<file path="config.mk">
export PLATFORM = sky130hd
export DESIGN_NAME = krv_flash_arb_flat
export DESIGN_NICKNAME = d
export VERILOG_FILES = /design/src/rtl/krv_flash_arb_if.sv /design/src/rtl/krv_flash_arb.sv /design/src/flat_wrapper.sv
export SDC_FILE = /design/constraint.sdc
export NUM_CORES = 1
export LEC_CHECK = 0
export BUFFER_PORTS_ARGS = -buffer_cell sky130_fd_sc_hd__buf_4
export CAP_MARGIN = 5
export CELL_PAD_IN_SITES_DETAIL_PLACEMENT = 1
export CELL_PAD_IN_SITES_GLOBAL_PLACEMENT = 1
export CORE_ASPECT_RATIO = 1.1
export CORE_UTILIZATION = 35
export CTS_CLUSTER_SIZE = 20
export DETAILED_ROUTE_END_ITERATION = 7
export HOLD_SLACK_MARGIN = 0.12
export PLACE_DENSITY_LB_ADDON = 0.1
export SYNTH_ARGS = -nofsm -noshare
export SYNTH_HDL_FRONTEND = slang
export SYNTH_SLANG_ARGS = --single-unit
</file>
<file path="constraint.sdc">
create_clock -name cpu_clk -period 2.4 [get_ports cpu_clk]
set_clock_uncertainty 0.15 [all_clocks]
set_input_delay 0.48 -clock cpu_clk [delete_from_list [all_inputs] [get_ports cpu_clk]]
set_output_delay 0.48 -clock cpu_clk [all_outputs]
set_load 0.02 [all_outputs]
</file>
<file path="src/rtl/krv_flash_arb_if.sv">
// Bus bundle between the flash arbiter, its two requesters (IF, DM) and the
// flash subsystem read port. The slave modport is the arbiter's view.
interface krv_flash_arb_if #(
  parameter int AW = 16,
  parameter int DW = 32
);
  logic          if_req;
  logic [AW-1:0] if_addr;
  logic [DW-1:0] if_rdata;
  logic          if_ack;
  logic          if_err;
  logic          dm_req;
  logic [AW-1:0] dm_addr;
  logic [DW-1:0] dm_rdata;
  logic          dm_ack;
  logic          dm_err;
  logic          fl_req;
  logic [AW-1:0] fl_addr;
  logic [DW-1:0] fl_rdata;
  logic          fl_ack;
  logic          busy;
  logic          owner;

  modport slave (
    input  if_req, if_addr, dm_req, dm_addr, fl_rdata, fl_ack,
    output if_rdata, if_ack, if_err, dm_rdata, dm_ack, dm_err,
           fl_req, fl_addr, busy, owner
  );

  modport master (
    output if_req, if_addr, dm_req, dm_addr, fl_rdata, fl_ack,
    input  if_rdata, if_ack, if_err, dm_rdata, dm_ack, dm_err,
           fl_req, fl_addr, busy, owner
  );
endinterface

</file>
<file path="src/rtl/krv_flash_arb.sv">
// Flash read-port arbiter: serialises IF and DM reads onto one flash port.
// DM has priority, but IF never waits behind more than STARVE_MAX DM grants.
// Flash reads that do not complete within TIMEOUT cycles are aborted with err.
module krv_flash_arb #(
  parameter int AW         = 16,
  parameter int DW         = 32,
  parameter int STARVE_MAX = 4,
  parameter int TIMEOUT    = 64
) (
  input logic               cpu_clk,
  input logic               rst,
  krv_flash_arb_if.slave    bus
);

  localparam logic [3:0] LP_STARVE_MAX = 4'(STARVE_MAX);
  localparam logic [7:0] LP_TMO_LAST   = 8'(TIMEOUT - 1);

  typedef enum logic [1:0] {S_IDLE, S_BUSY, S_RESP} state_t;

  state_t        r_state;
  logic [3:0]    r_starve;
  logic [7:0]    r_tmo;
  logic          r_owner;
  logic          r_fl_req;
  logic [AW-1:0] r_fl_addr;
  logic [DW-1:0] r_if_rdata;
  logic [DW-1:0] r_dm_rdata;
  logic          r_if_ack;
  logic          r_if_err;
  logic          r_dm_ack;
  logic          r_dm_err;
  logic          r_busy;
  logic          w_dm_win;

  // DM wins unless IF is waiting and has already been passed over STARVE_MAX times
  assign w_dm_win = bus.dm_req && (!bus.if_req || (r_starve < LP_STARVE_MAX));

  // Single FSM: arbitration in IDLE, flash access + timeout in BUSY, one-cycle response in RESP
  always_ff @(posedge cpu_clk) begin
    if (rst) begin
      r_state    <= S_IDLE;
      r_starve   <= 4'd0;
      r_tmo      <= 8'd0;
      r_owner    <= 1'b0;
      r_fl_req   <= 1'b0;
      r_fl_addr  <= '0;
      r_if_rdata <= '0;
      r_dm_rdata <= '0;
      r_if_ack   <= 1'b0;
      r_if_err   <= 1'b0;
      r_dm_ack   <= 1'b0;
      r_dm_err   <= 1'b0;
      r_busy     <= 1'b0;
    end else begin
      case (r_state)
        S_IDLE: begin
          if (bus.if_req || bus.dm_req) begin
            r_state   <= S_BUSY;
            r_fl_req  <= 1'b1;
            r_busy    <= 1'b1;
            r_tmo     <= 8'd0;
            r_owner   <= w_dm_win;
            r_fl_addr <= w_dm_win ? bus.dm_addr : bus.if_addr;
            if (!w_dm_win) begin
              r_starve <= 4'd0;
            end else if (bus.if_req && (r_starve < LP_STARVE_MAX)) begin
              r_starve <= r_starve + 4'd1;
            end
          end
        end
        S_BUSY: begin
          // A completion on the final timeout cycle still counts as success
          if (bus.fl_ack) begin
            r_state  <= S_RESP;
            r_fl_req <= 1'b0;
            if (r_owner) begin
              r_dm_rdata <= bus.fl_rdata;
              r_dm_ack   <= 1'b1;
            end else begin
              r_if_rdata <= bus.fl_rdata;
              r_if_ack   <= 1'b1;
            end
          end else if (r_tmo == LP_TMO_LAST) begin
            r_state  <= S_RESP;
            r_fl_req <= 1'b0;
            if (r_owner) begin
              r_dm_rdata <= '0;
              r_dm_err   <= 1'b1;
            end else begin
              r_if_rdata <= '0;
              r_if_err   <= 1'b1;
            end
          end else begin
            r_tmo <= r_tmo + 8'd1;
          end
        end
        S_RESP: begin
          r_state  <= S_IDLE;
          r_busy   <= 1'b0;
          r_if_ack <= 1'b0;
          r_if_err <= 1'b0;
          r_dm_ack <= 1'b0;
          r_dm_err <= 1'b0;
        end
        default: r_state <= S_IDLE;
      endcase
    end
  end

  assign bus.fl_req   = r_fl_req;
  assign bus.fl_addr  = r_fl_addr;
  assign bus.if_rdata = r_if_rdata;
  assign bus.if_ack   = r_if_ack;
  assign bus.if_err   = r_if_err;
  assign bus.dm_rdata = r_dm_rdata;
  assign bus.dm_ack   = r_dm_ack;
  assign bus.dm_err   = r_dm_err;
  assign bus.busy     = r_busy;
  assign bus.owner    = r_owner;

endmodule

</file>
<file path="src/flat_wrapper.sv">
// flat-port wrapper written by rule: the top's interface ports become plain ports
module krv_flash_arb_flat 
#(
  parameter int AW         = 16,
  parameter int DW         = 32,
  parameter int STARVE_MAX = 4,
  parameter int TIMEOUT    = 64
)
  (cpu_clk, rst, bus_if_req, bus_if_addr, bus_dm_req, bus_dm_addr, bus_fl_rdata, bus_fl_ack, bus_if_rdata, bus_if_ack, bus_if_err, bus_dm_rdata, bus_dm_ack, bus_dm_err, bus_fl_req, bus_fl_addr, bus_busy, bus_owner);
  krv_flash_arb_if #(.AW(AW), .DW(DW)) bus_i ();
  input logic cpu_clk;
  input logic rst;
  input wire logic [$bits(bus_i.if_req)-1:0] bus_if_req;
  input wire logic [$bits(bus_i.if_addr)-1:0] bus_if_addr;
  input wire logic [$bits(bus_i.dm_req)-1:0] bus_dm_req;
  input wire logic [$bits(bus_i.dm_addr)-1:0] bus_dm_addr;
  input wire logic [$bits(bus_i.fl_rdata)-1:0] bus_fl_rdata;
  input wire logic [$bits(bus_i.fl_ack)-1:0] bus_fl_ack;
  output wire logic [$bits(bus_i.if_rdata)-1:0] bus_if_rdata;
  output wire logic [$bits(bus_i.if_ack)-1:0] bus_if_ack;
  output wire logic [$bits(bus_i.if_err)-1:0] bus_if_err;
  output wire logic [$bits(bus_i.dm_rdata)-1:0] bus_dm_rdata;
  output wire logic [$bits(bus_i.dm_ack)-1:0] bus_dm_ack;
  output wire logic [$bits(bus_i.dm_err)-1:0] bus_dm_err;
  output wire logic [$bits(bus_i.fl_req)-1:0] bus_fl_req;
  output wire logic [$bits(bus_i.fl_addr)-1:0] bus_fl_addr;
  output wire logic [$bits(bus_i.busy)-1:0] bus_busy;
  output wire logic [$bits(bus_i.owner)-1:0] bus_owner;
  assign bus_i.if_req = bus_if_req;
  assign bus_i.if_addr = bus_if_addr;
  assign bus_i.dm_req = bus_dm_req;
  assign bus_i.dm_addr = bus_dm_addr;
  assign bus_i.fl_rdata = bus_fl_rdata;
  assign bus_i.fl_ack = bus_fl_ack;
  assign bus_if_rdata = bus_i.if_rdata;
  assign bus_if_ack = bus_i.if_ack;
  assign bus_if_err = bus_i.if_err;
  assign bus_dm_rdata = bus_i.dm_rdata;
  assign bus_dm_ack = bus_i.dm_ack;
  assign bus_dm_err = bus_i.dm_err;
  assign bus_fl_req = bus_i.fl_req;
  assign bus_fl_addr = bus_i.fl_addr;
  assign bus_busy = bus_i.busy;
  assign bus_owner = bus_i.owner;
  krv_flash_arb #(.AW(AW), .DW(DW), .STARVE_MAX(STARVE_MAX), .TIMEOUT(TIMEOUT)) u_core (.cpu_clk(cpu_clk), .rst(rst), .bus(bus_i));
endmodule
</file>
==> key figures <==
Placed design
  – Placed cells: slightly below 700
  – Hpwl dp: between 8 and 9 mm
  – GPL Wtd Cong: about 0.76
  – Port Buffer Count: 155

Global routing
  – Total track usage: 0.212
  – First-pass GRT wire length: between 15 and 20 mm
  – Largest net degree at the start of global routing: 65
  – Vias in the first global route: 3784
  – Initial antenna violation count: 0
  – Total gr overflow: 0

Power
  – Power Dens Cells: 748 mW/mm^2
  – Max IR drop VDD: 0.000345 V
  – LEAKAGE: approximately 2.3 nW

Hold path
  – Worst Hold Class: in2reg
  – Hold path start: bus_if_addr[5]

Logic synthesis
  – Cell count after synthesis: 401
  – Synth Register Bits: 101
  – Async S/R FF share, synth: 0
  – EDFF count, synth: 0
  – Netlist Area Pre-Place: 0.00390 sq mm
  – Syn Nets: 476
  – Seq/Total Area, Yosys: 0.519
  – Ys flop type: dfxtp_1
  – Synth unique cells: 48
  – Synthesis warning total: 0
  – Syn Area/Cell: 9.72 sq um

Timing
  – Slew at the pin closest to its max-slew limit: between 600 and 700 ps
  – Final setup vio count: 0
  – Peak Freq: 482 MHz
  – RSZ-0062 raised after global routing: no
  – Normalized max-slew margin: 0.573
  – Final slew viol count: 0
  – Period Utilization, post-route: 0.865
  – Final Hold Vio Count: 0
  – Final min period: 2080 ps
  – Setup TNS: 0 ps

Flow run
  – Max-cap viol count: 0

Clock tree
  – CTS Buffer Depth: 2
  – Setup bufs post-CTS: 0
  – PostCTS Resize Cnt: 0
  – Skew-Pair Late Insertion Delay: 340 ps
  – Htree depth: 3
  – Hold_buf cts: 0
  – # clock sinks: 101
  – Inserted Clock Buffers: 9
  – TritonCTS clock tree: built
  – Clock transition at the registers of the reported paths: 70 ps
  – Root Buffer: clkbuf_16

Die
  – Die width: slightly above 100 um
  – Die area: between 0.01 and 0.015 sq mm
  – Die height: about 110 um
  – Starting Density: 0.359
  – CORE AREA: 0.0109 sq mm
  – Ports: 156
  – Cell row count: 40

Critical path
  – Crit path kind: reg2reg
  – Worst r2r src: u_core.r_tmo[0]
  – Crit path from: u_core.r_tmo[0]
  – CP required: 2470 ps
  – Worst EP arrival: 2150 ps
  – Worst setup SP type: flip-flop
  – Worst setup EP type: flip-flop
  – Worst Path Max Fanout: 32

Routing
  – Vias post-DR: 3787
  – Vias/cell: 5.48
  – 1st-iter DRT viols: between 150 and 200
  – DR WL/cell: 17.6 um
  – Final ANT Viol Nets: 0
  – DRT Pass-1 Iters: 5
  – WL final: 12.2 mm
  – DR DRC count: 0

Outcome
  – Status: finished, final reports clean

Final layout
  – Most common cell after layout, fill and taps aside: buf_4
  – Commonest cells after routing, fill and taps aside: buf_4, dfxtp_1, o21ai_0
  – Number of fill cells in the layout: around 1.3k
  – # nets final: 614
  – Diodes inserted: 0
  – Final Non-Filler Cells: between 600 and 700
  – Fraction of layout cells with a size suffix above 1: 0.368
  – Fin util: 0.506
  – Area growth syn-to-layout: 41.1%
## stage by stage
| stage | area [sq um] | setup WS (ps) | total power [mW] | hold WS (ps) |
|---|---|---|---|---|
| 6_report | 5500 | 324 | 4.11 | 224 |
| 5_1_grt | 5500 | 239 | 4.31 | 227 |
| 4_1_cts | 5500 | 339 | 4.16 | 218 |
| 3_5_place_dp | 5190 | 420 | 2.70 | 305 |
| 3_3_place_gp | 5190 | 499 | 2.67 | 300 |
| 2_1_floorplan | 3900 | 624 | 2.32 | 312 |
## path summary, 6_finish.rpt
path | to | slack, ps | cells after the start
worst max register to register | u_core.bus.if_rdata[9] | 320 | 6
worst min-delay path | u_core.bus.fl_addr[5] | 220 | 3
worst max-delay path | u_core.bus.if_rdata[9] | 320 | 6
worst min register to register | u_core.bus.dm_rdata[14] | 320 | 1
## cell type report
class                   instances  area, sq um  area share
clock buffers                  13          280      0.0510
clock inverters                 3         25.0     0.00455
inverters                       6         22.5     0.00409
multi-input cells             255         1700       0.308
flip-flops and latches        101         2020       0.368
well taps                     147          184      0.0334
repair buffers                166         1270       0.231
## where the power goes
group	total (mW)	switching (mW)	leakage (nW)	internal, mW
clock network	1.46	0.638	0.148	0.823
registers	1.84	0.0609	0.821	1.78
logic	0.815	0.476	1.34	0.339
total	4.11	1.17	2.31	2.94
## worst max-delay path, cell delays in order, from the launching register on
cell     delay (ps)
dfxtp_1         380
ha_1            230
and3_1          440
a21oi_2          90
buf_4           250
o21ai_0         280
a21oi_1         130
## state kept, by name, summed over array words and instances (netlist names)
register	count
u_core.r_state	2
u_core.bus.owner	1
u_core.bus.if_rdata	32
u_core.bus.dm_ack	1
u_core.bus.busy	1
u_core.r_tmo	8
u_core.r_starve	4
u_core.bus.if_ack	1
u_core.bus.dm_err	1
u_core.bus.dm_rdata	32
u_core.bus.fl_req	1
u_core.bus.if_err	1
u_core.bus.fl_addr	16
## Yosys cell counts (2+ instances only)
library cell  number  area share
nand2_1            7      0.0067
a211oi_1           2      0.0038
nor3_1             5      0.0064
inv_1              5      0.0048
a21oi_1           40       0.051
clkbuf_2           4      0.0051
a222oi_1          16       0.041
buf_2              7      0.0090
a31oi_1            5      0.0080
clkbuf_1          27       0.026
nor2_1            25       0.024
a22o_1             2      0.0045
nand3_1           33       0.042
o21ba_2            2      0.0051
and3_1             6      0.0096
o21ai_0           43       0.055
dfxtp_1          101        0.52
a32o_1            32       0.082
o22a_1             3      0.0067
nor2b_1            2      0.0032
ha_1               6       0.019
nand2b_1           2      0.0032
## cell families (layout without fill, tap and decap cells)
kind of cell / count (synthesis) / after routing / share of synthesized area
xor gates and xnor gates: 1 / 1 / 0.00225
buffers and inverters: 45 / 188 / 0.0488
muxes: 2 / 2 / 0.00546
DFF: 101 / 101 / 0.519
AOI/OAI and AO/OA: 154 / 154 / 0.281
and+or+nand+nor: 92 / 92 / 0.124
adders and majority gates: 6 / 6 / 0.0193
## per-layer routing
layer | global-route usage | share of wire
met4 | 0.0552 | 0.011
met5 | 0 | 0
met1 | 0.263 | 0.43
met3 | 0.0599 | 0.061
met2 | 0.357 | 0.49
(Power assumes the default switching activity.)
